==> src/rtl/fetch_unit.sv <==
// fetch_unit: single-outstanding instruction fetch front end owning the PC.
// Optional macro FETCH_MISALIGN_TRAP_EN: a misaligned next PC halts fetch and sets the sticky fetch_err.
// Without it, next_pc is forced word-aligned and fetch_err stays 0.
module fetch_unit #(
    parameter int W = 32,
    parameter logic [W-1:0] RESET_PC = '0
) (
    input  logic         clk,
    input  logic         rst,
    input  logic [1:0]   pcsrc,
    input  logic [W-1:0] imm_ext,
    input  logic [W-1:0] alu_result,
    output logic         imem_req,
    output logic [W-1:0] imem_addr,
    input  logic         imem_gnt,
    input  logic         imem_rvalid,
    input  logic [W-1:0] imem_rdata,
    output logic [W-1:0] instr,
    output logic         instr_valid,
    input  logic         instr_ready,
    output logic [W-1:0] pc,
    output logic [W-1:0] pc_plus4,
    output logic         fetch_err
);
    typedef enum logic [1:0] {REQ, WAIT, VALID, HALT} state_t;
    state_t state;
    logic [W-1:0] target;
    logic [W-1:0] next_pc;
    assign pc_plus4    = pc + W'(4);
    assign imem_addr   = pc;
    assign instr_valid = state == VALID;
    // the request is suppressed during the reset cycle even if state already reads REQ
    assign imem_req    = state == REQ && !rst;
    assign target      = pcsrc[1] ? alu_result & ~W'(1) : pcsrc[0] ? pc + imm_ext : pc_plus4;
`ifdef FETCH_MISALIGN_TRAP_EN
    assign next_pc = target;
`else
    assign next_pc = target & ~W'(3);
    assign fetch_err = 1'b0;
`endif
    // fetch sequencer: request, wait for data, hold the instruction until it retires
    always_ff @(posedge clk) begin
        if (rst) begin
            state <= REQ;
            pc    <= RESET_PC;
            instr <= W'(32'h00000013);
`ifdef FETCH_MISALIGN_TRAP_EN
            fetch_err <= 1'b0;
`endif
        end else begin
            case (state)
                REQ:   if (imem_gnt) state <= WAIT;
                WAIT:  if (imem_rvalid) begin
                    instr <= imem_rdata;
                    state <= VALID;
                end
                VALID: if (instr_ready) begin
`ifdef FETCH_MISALIGN_TRAP_EN
                    if (|next_pc[1:0]) begin
                        fetch_err <= 1'b1;
                        state     <= HALT;
                    end else begin
                        pc    <= next_pc;
                        state <= REQ;
                    end
`else
                    pc    <= next_pc;
                    state <= REQ;
`endif
                end
                default: state <= HALT;
            endcase
        end
    end
endmodule
==> config.mk <==
export PLATFORM = sky130hd
export DESIGN_NAME = fetch_unit
export DESIGN_NICKNAME = d
export VERILOG_FILES = /design/src/rtl/fetch_unit.sv
export SDC_FILE = /design/constraint.sdc
export NUM_CORES = 1
export LEC_CHECK = 0
export CORE_ASPECT_RATIO = 0.75
export CORE_MARGIN = 3
export CORE_UTILIZATION = 47
export CTS_BUF_LIST = sky130_fd_sc_hd__clkbuf_16
export DETAILED_ROUTE_END_ITERATION = 10
export PLACE_DENSITY = 0.89
export SLEW_MARGIN = 15
export SYNTH_ARGS = -nofsm -noshare
export SYNTH_HDL_FRONTEND = slang
export SYNTH_SLANG_ARGS = --single-unit
==> constraint.sdc <==
create_clock -name clk -period 5.57 [get_ports clk]
set_clock_uncertainty 0.05 [all_clocks]
set_input_delay 0.8355 -clock clk [delete_from_list [all_inputs] [get_ports clk]]
set_output_delay 0.8355 -clock clk [all_outputs]
set_load 0.02 [all_outputs]
==> key figures, run 1 <==
Route
  – ANT nets after route: 0
  – DR vias/cell: between 5 and 6
  – Drt initial violations: a little under 800
  – DR DRC count: 0
  – Via count: between 6000 and 7000
  – Drt pass-1 iters: 5
  – Routed WL: about 19000 um
  – Routed WL per cell: between 15 and 20 um

Floorplan
  – Initial Utilization: between 40% and 50%
  – Die H: around 100 um
  – Die area: approximately 13000 um^2
  – Die W: roughly 130 um
  – Core area: ~11000 um^2
  – # IOs: approximately 230
  – # rows: 33

CTS
  – CTS H-tree depth: 3
  – Clock Path Buffers: 2
  – Cts repair resizes: 0
  – Worst skew pair latency: approximately 0.33 ns
  – Setup Buffers After CTS: 0
  – CTS Sinks: 64
  – Clock root cell: clkbuf_16
  – Num CTS Buffers: 9
  – CTS Hold Bufs: 0
  – CTS clk-pin slew, worst paths: ~0.070 ns
  – CTS tree: built

Timing
  – # setup viols final: 0
  – Slew Viols, Final: 0
  – Slew at the pin with the worst max-slew slack: between 1 and 1.5 ns
  – F_max: ~0.25 GHz
  – Final hold violations: 0
  – RSZ-0062 raised after global routing: no
  – Setup TNS: 0 ns
  – Slew headroom: around 27%
  – Crit share post-route: 71.85%
  – Min Tclk post-route: 4.002 ns

Finish
  – Layout Cells excl Fill: 1024
  – Area occupied by multi-input gates: 3610 um^2
  – FF/Latch Area: approximately 1300 um^2
  – Fillers: ~900
  – Ant. Diodes: 0
  – Nets: 1017
  – Area Growth Syn to Fin: 43.35%
  – Final Cell Area: approximately 7700 um^2
  – Layout cells sized above 1: between 4 and 5%

Place
  – Placed Area: about 7400 um^2
  – I/O Buffers: between 200 and 250
  – Placer Congestion: between 0.9 and 1
  – Placed insts: ~1000
  – HPWL after DPL: 13740 um

Yosys
  – Synth warn: 0
  – Async set-reset flop share out of synthesis: 0%
  – Number of flops mapped to enable cells by yosys: 0
  – Netlist cell types: between 70 and 80
  – Top_reg_cell synth: dfxtp_1
  – #FFs+latches synth: between 60 and 70
  – Seq/Total Area, Yosys: about a quarter
  – Syn avg cell area: approximately 7.6 um^2
  – Synth Cell Area: ~5400 um^2
  – Cells after Synth: 710

Setup path
  – Worst r2r src: imem_addr[2]
  – Critical path fanouts, max: 11
  – Setup crit start: imem_addr[2]
  – CP arrival: 3.12 ns
  – Critical Path Source Type: flop
  – WP data required: approximately 4.7 ns
  – WS Path Type: reg -> out
  – Crit end category: primary output

Hold path
  – Hold WC Path Type: reg -> reg
  – Min-delay src: instr[26]

GRT
  – Largest net degree at the start of global routing: between 50 and 60
  – GRT Util Overall: between 20% and 30%
  – Overflow left after global routing: 0
  – First-pass GRT wire length: between 20000 and 30000 um
  – Antenna violations before repair: 0
  – Vias in the first global route: 5546

Job
  – Max_cap viols: 0

Pwr
  – Worst VDD drop: between 0.00015 and 0.0002 V
  – Leak Pwr: slightly above 3 nW
  – PwrDens: about 300 nW/um^2

Outcome
  – Status: finished, final reports clean
-- worst paths after layout --
kind / end / slack (ns) / cells after the start
max: pc_plus4[28] / 1.57 / 6
min: instr[26] / 0.40 / 2
max reg2reg: imem_addr[30] / 2.33 / 9
min reg2reg: instr[26] / 0.40 / 2
-- cell usage in the layout (no fill, tap or decap), drive strengths merged, types with 6 or more instances in the layout --
| cell | count |
|---|---|
| xnor2 | 26 |
| a211oi | 9 |
| conb | 7 |
| a21o | 24 |
| a221oi | 7 |
| o221ai | 6 |
| o22ai | 6 |
| clkdlybuf4s50 | 221 |
| xor2 | 21 |
| and3 | 6 |
| buf | 6 |
| o21ai | 36 |
| o211ai | 6 |
| nand2b | 7 |
| clkbuf | 9 |
| nand4 | 18 |
| dfxtp | 64 |
| nand2 | 118 |
| ha | 34 |
| nand3 | 18 |
| nor3 | 13 |
| a21oi | 70 |
| inv | 19 |
| nor2 | 43 |
-- worst max-delay path, stage by stage, from the launching register on --
cell and delay (ns):
dfxtp_1 0.62, ha_1 0.33, nand2_1 0.12, nor4_4 0.60, nand4_1 0.22, xnor2_1 0.25, clkdlybuf4s50_1 0.64
-- logic make-up after synthesis --
| family | share of synthesized area [%] |
|---|---|
| AND/OR/NAND/NOR | 22.64 |
| AO/OA/AOI/OAI | 26.94 |
| buffers and inverters | 9.328 |
| flip-flops | 23.88 |
| XOR/XNOR | 7.673 |
| adder cells (fa/ha/maj) | 8.302 |
| multiplexers | 1.166 |
| other | 0.06990 |
-- metal layers --
| layer | vias to the layer above | wire (um) | track usage [%] |
|---|---|---|---|
| met5 | - | 0 | 0 |
| li1 | 2875 | - | - |
| met4 | 0 | 282 | 6.457 |
| met2 | 345 | 8399 | 43.47 |
| met3 | 29 | 1932 | 6.717 |
| met1 | 2756 | 7966 | 39.89 |
-- metrics by stage --
| step | utilization, % | hold slack (ns) | setup slack (ns) | total power, mW |
|---|---|---|---|---|
| global placement | 66.98 | 0.3915 | 1.669 | 1.692 |
| CTS | 69.73 | 0.4045 | 1.566 | 2.298 |
| detailed placement | 66.98 | 0.3961 | 1.636 | 1.708 |
| floorplan | - | 0.4203 | 2.358 | 1.302 |
| finish | 69.77 | 0.4012 | 1.568 | 2.304 |
| global route | 69.77 | 0.4260 | 1.357 | 2.426 |
-- power breakdown --
part / switching [mW] / internal [mW]
sequential: 0.0970 / 0.527
clock: 0.235 / 0.351
combinational: 0.602 / 0.493
-- registers in the layout, indices dropped and copies added (netlist names) --
signal / flops
instr: 32
imem_addr: 30
state: 2
-- synthesized netlist by cell type, types with 6 or more instances --
cell type  count  area [um^2]
a221oi_1       6        52.55
xnor2_1       26        227.7
nor3_1        12        60.06
xor2_1        21        183.9
nand3_1       18        90.09
buf_4         37        277.8
a21o_1        24        180.2
clkbuf_1      32        120.1
ha_1          34        425.4
nand2b_1       7        43.79
nand2_1      118        442.9
a21oi_1       70        350.3
o221ai_1       6        52.55
o211ai_1       6        45.04
dfxtp_1       64         1281
nor2_1        42        157.7
inv_1         17        63.81
o22ai_1        6        37.54
o21ai_0       27        135.1
o21ai_1        8        40.04
a211oi_1       8        60.06
nand4_1       13        81.33
-- area by class of cell --
cell class                      count  area share (%)
Clock inverter                      7           1.009
Tap cell                          140           2.278
Inverter                           18          0.8785
Sequential cell                    64           16.66
Multi-Input combinational cell    559           46.93
Clock buffer                        9           2.928
Timing Repair Buffer              227           29.32
No activity file was read; power rests on OpenSTA's default activity.
==> inputs of run 2 (changes only) <==
- CORE_UTILIZATION: 47 -> 39
- PLACE_DENSITY: 0.89 -> 0.79
- clock period: 5.57 -> 3.6 ns (I/O delays scaled with it)
==> key figures, run 2 (synthesis gave the netlist of run 1 again) <==
GRT
  – Overflow left after global routing: 0 (unchanged)
  – First-pass GRT wire length: 29950 um (+3.6%)
  – Vias in the first global route: 5687 (+2.5%)
  – GRT Util Overall: 24.44% (-3.7 points)
  – Largest net degree at the start of global routing: 46 (-16%)
  – Antenna violations before repair: 0 (unchanged)

CTS
  – CTS Sinks: 64 (unchanged)
  – Clock root cell: clkbuf_16
  – Clock Path Buffers: 2 (unchanged)
  – CTS Hold Bufs: 0 (unchanged)
  – CTS clk-pin slew, worst paths: 0.06 ns (about the same)
  – CTS tree: built
  – Worst skew pair latency: 0.33 ns (about the same)
  – Num CTS Buffers: 9 (unchanged)
  – CTS H-tree depth: 3 (unchanged)

Place
  – HPWL after DPL: 14890 um (+8.3%)
  – Placer Congestion: 0.9388 (-0.47%)
  – I/O Buffers: 222 (unchanged)

Finish
  – Most frequent cells in the layout: clkdlybuf4s50_1 (221), nand2_1 (118), a21oi_1 (70)
  – Largest register FFs: 32 (unchanged)
  – Ant. Diodes: 0 (unchanged)
  – Nets: 1044 (+2.7%)
  – Leading cell type in the layout, fill and taps excluded: clkdlybuf4s50_1
  – Fillers: 1222 (+36%)
  – Layout cells sized above 1: 7.464% (+2.7 points)
  – Biggest register: instr
  – Area Growth Syn to Fin: 47.81%
  – Finished Core Util: 60.09% (-9.7 points)

Pwr
  – NetSw: 1.451 mW (+55%)
  – Worst VDD drop: 0.0002476 V (+43%)
  – Pint: 2.162 mW (+58%)
  – PwrDens: 455.6 nW/um^2 (+52%)
  – Clk pwr share: 25.0% (-0.4 points)
  – Sw Share: 40.15% (-0.38 points)
  – Sequential share of power: 25.8% (-1.3 points)
  – Combinational share of power: 49.2% (+1.7 points)
  – Leak Pwr: 3.207 nW (+4.5%)
  – Overall power: 3.613 mW (+57%)

Setup path
  – RR Endpoint: imem_addr[14]
  – CP peak stage delay: 0.68 ns (+0.04 ns)
  – CP arrival: 2.81 ns (-0.31 ns)
  – Critical Path Source Type: flop
  – Critical path fanouts, max: 8 (-3)
  – Flop-to-flop setup slack: 0.62 ns (-1.71 ns)
  – CP Cell Sequence: and4_1, and2_2, nand4_2, nor2_2, xnor2_1, clkdlybuf4s50_1
  – WS Path Type: reg -> out
  – FF-to-FF path depth: 12 (+3)
  – Worst r2r src: imem_addr[2]
  – CP max stage cell: clkdlybuf4s50_1
  – Crit end category: primary output
  – Setup crit start: imem_addr[17]
  – WP data required: 3.01 ns (-1.67 ns)
  – End point of the critical path: pc_plus4[31]

Timing
  – Slew Viols, Final: 0 (unchanged)
  – # setup viols final: 0 (unchanged)
  – F_max: a little under 0.3 GHz
  – Setup TNS: 0 ns (unchanged)
  – Crit share post-route: 94.46%
  – Min Tclk post-route: 3.400 ns
  – Final hold violations: 0 (unchanged)
  – Slew headroom: 27.31% (+0.27 points)
  – Final hold slack: 0.4023 ns (+0.001097 ns)
  – Slew at the pin with the worst max-slew slack: 1.088 ns (-0.002674 ns)
  – RSZ-0062 raised after global routing: no

Floorplan
  – Die H: 107.6 um (+9.2%)
  – Core area: 13200 um^2 (+20%)
  – Die area: 15210 um^2 (+19%)
  – Die W: 141.4 um (+9.3%)
  – # rows: 36 (+9.1%)
  – Initial Utilization: 40.65% (-8.0 points)
  – # IOs: 234 (unchanged)

Route
  – ANT nets after route: 0 (unchanged)
  – Routed WL: 19410 um (+4.5%)
  – DR vias/cell: 5.675 (-3.2%)
  – Via count: 6140 (+2.2%)
  – DR DRC count: 0 (unchanged)
  – Drt initial violations: 516 (-34%)
  – Drt pass-1 iters: 5 (unchanged)
  – Routed WL per cell: 17.94 um (-1.1%)

Job
  – Max_cap viols: 0 (unchanged)

Hold path
  – Min-delay src: instr[23]
  – Hold WC Path Type: reg -> reg

Outcome
  – Status: finished, final reports clean
## run 2: power by group through the flow
stage,Sequential (mW),Clock [mW],Combinational [mW]
after floorplan,1.06,0,0.960
after global placement,0.942,0,1.74
after detailed placement,0.947,0,1.76
after CTS,0.932,0.913,1.77
after global routing,0.952,0.945,1.92
final,0.933,0.902,1.78
## run 2: critical path, delay by kind of cell, from the launching register on
family / cells / cell delay, ns
XOR/XNOR: 1 / 0.16
buffers and inverters: 1 / 0.68
flip-flops: 1 / 0.48
AND/OR/NAND/NOR: 4 / 1.15
## run 2: routing by layer
metal  global-route usage [%]  vias to the layer above  share of wire [%]
li1                         -                     2912                  -
met1                    34.38                     2860                 44
met2                    38.48                      336                 45
met3                    5.373                       32                 10
met4                    5.205                        0                1.4
met5                        0                        -                  0
## run 2: cell type report
cell class                      count  area [um^2]  share of cell area (%)
Clock inverter                      7        77.57                  0.9782
Clock buffer                        9        225.2                   2.840
Sequential cell                    64         1281                   16.16
Multi-Input combinational cell    559         3607                   45.49
Tap cell                          171        214.0                   2.698
Inverter                           18        67.56                  0.8520
Timing Repair Buffer              254         2457                   30.99
## run 2: timing repair
action	in CTS	in global routing
resized for setup	0	1
endpoints found under the setup margin	0	6
setup buffers	0	2
## run 2: per-stage QoR
step           area (um^2)  instances  setup slack (ns)
2_1_floorplan         5388        716            0.6837
3_3_place_gp          7611       1064            0.1587
3_5_place_dp          7611       1064            0.1429
4_1_cts               7914       1080           0.03469
5_1_grt               7930       1082            0.1051
6_report              7930       1082            0.1996
## run 2: how the worst min path moves through the flow
stage / to / depth (start not counted)
global placement: instr[3] / 2
CTS: instr[31] / 2
global route: instr[9] / 2
finish: instr[23] / 2
detailed placement: instr[29] / 2
floorplan: state[0] / 2
==> inputs of run 3 (changes only) <==
- CTS_CLUSTER_DIAMETER: not set -> 40
- TNS_END_PERCENT: not set -> 20
==> results of run 3 <==
No change in the layout: final DEF, timing and power equal those of run 2.
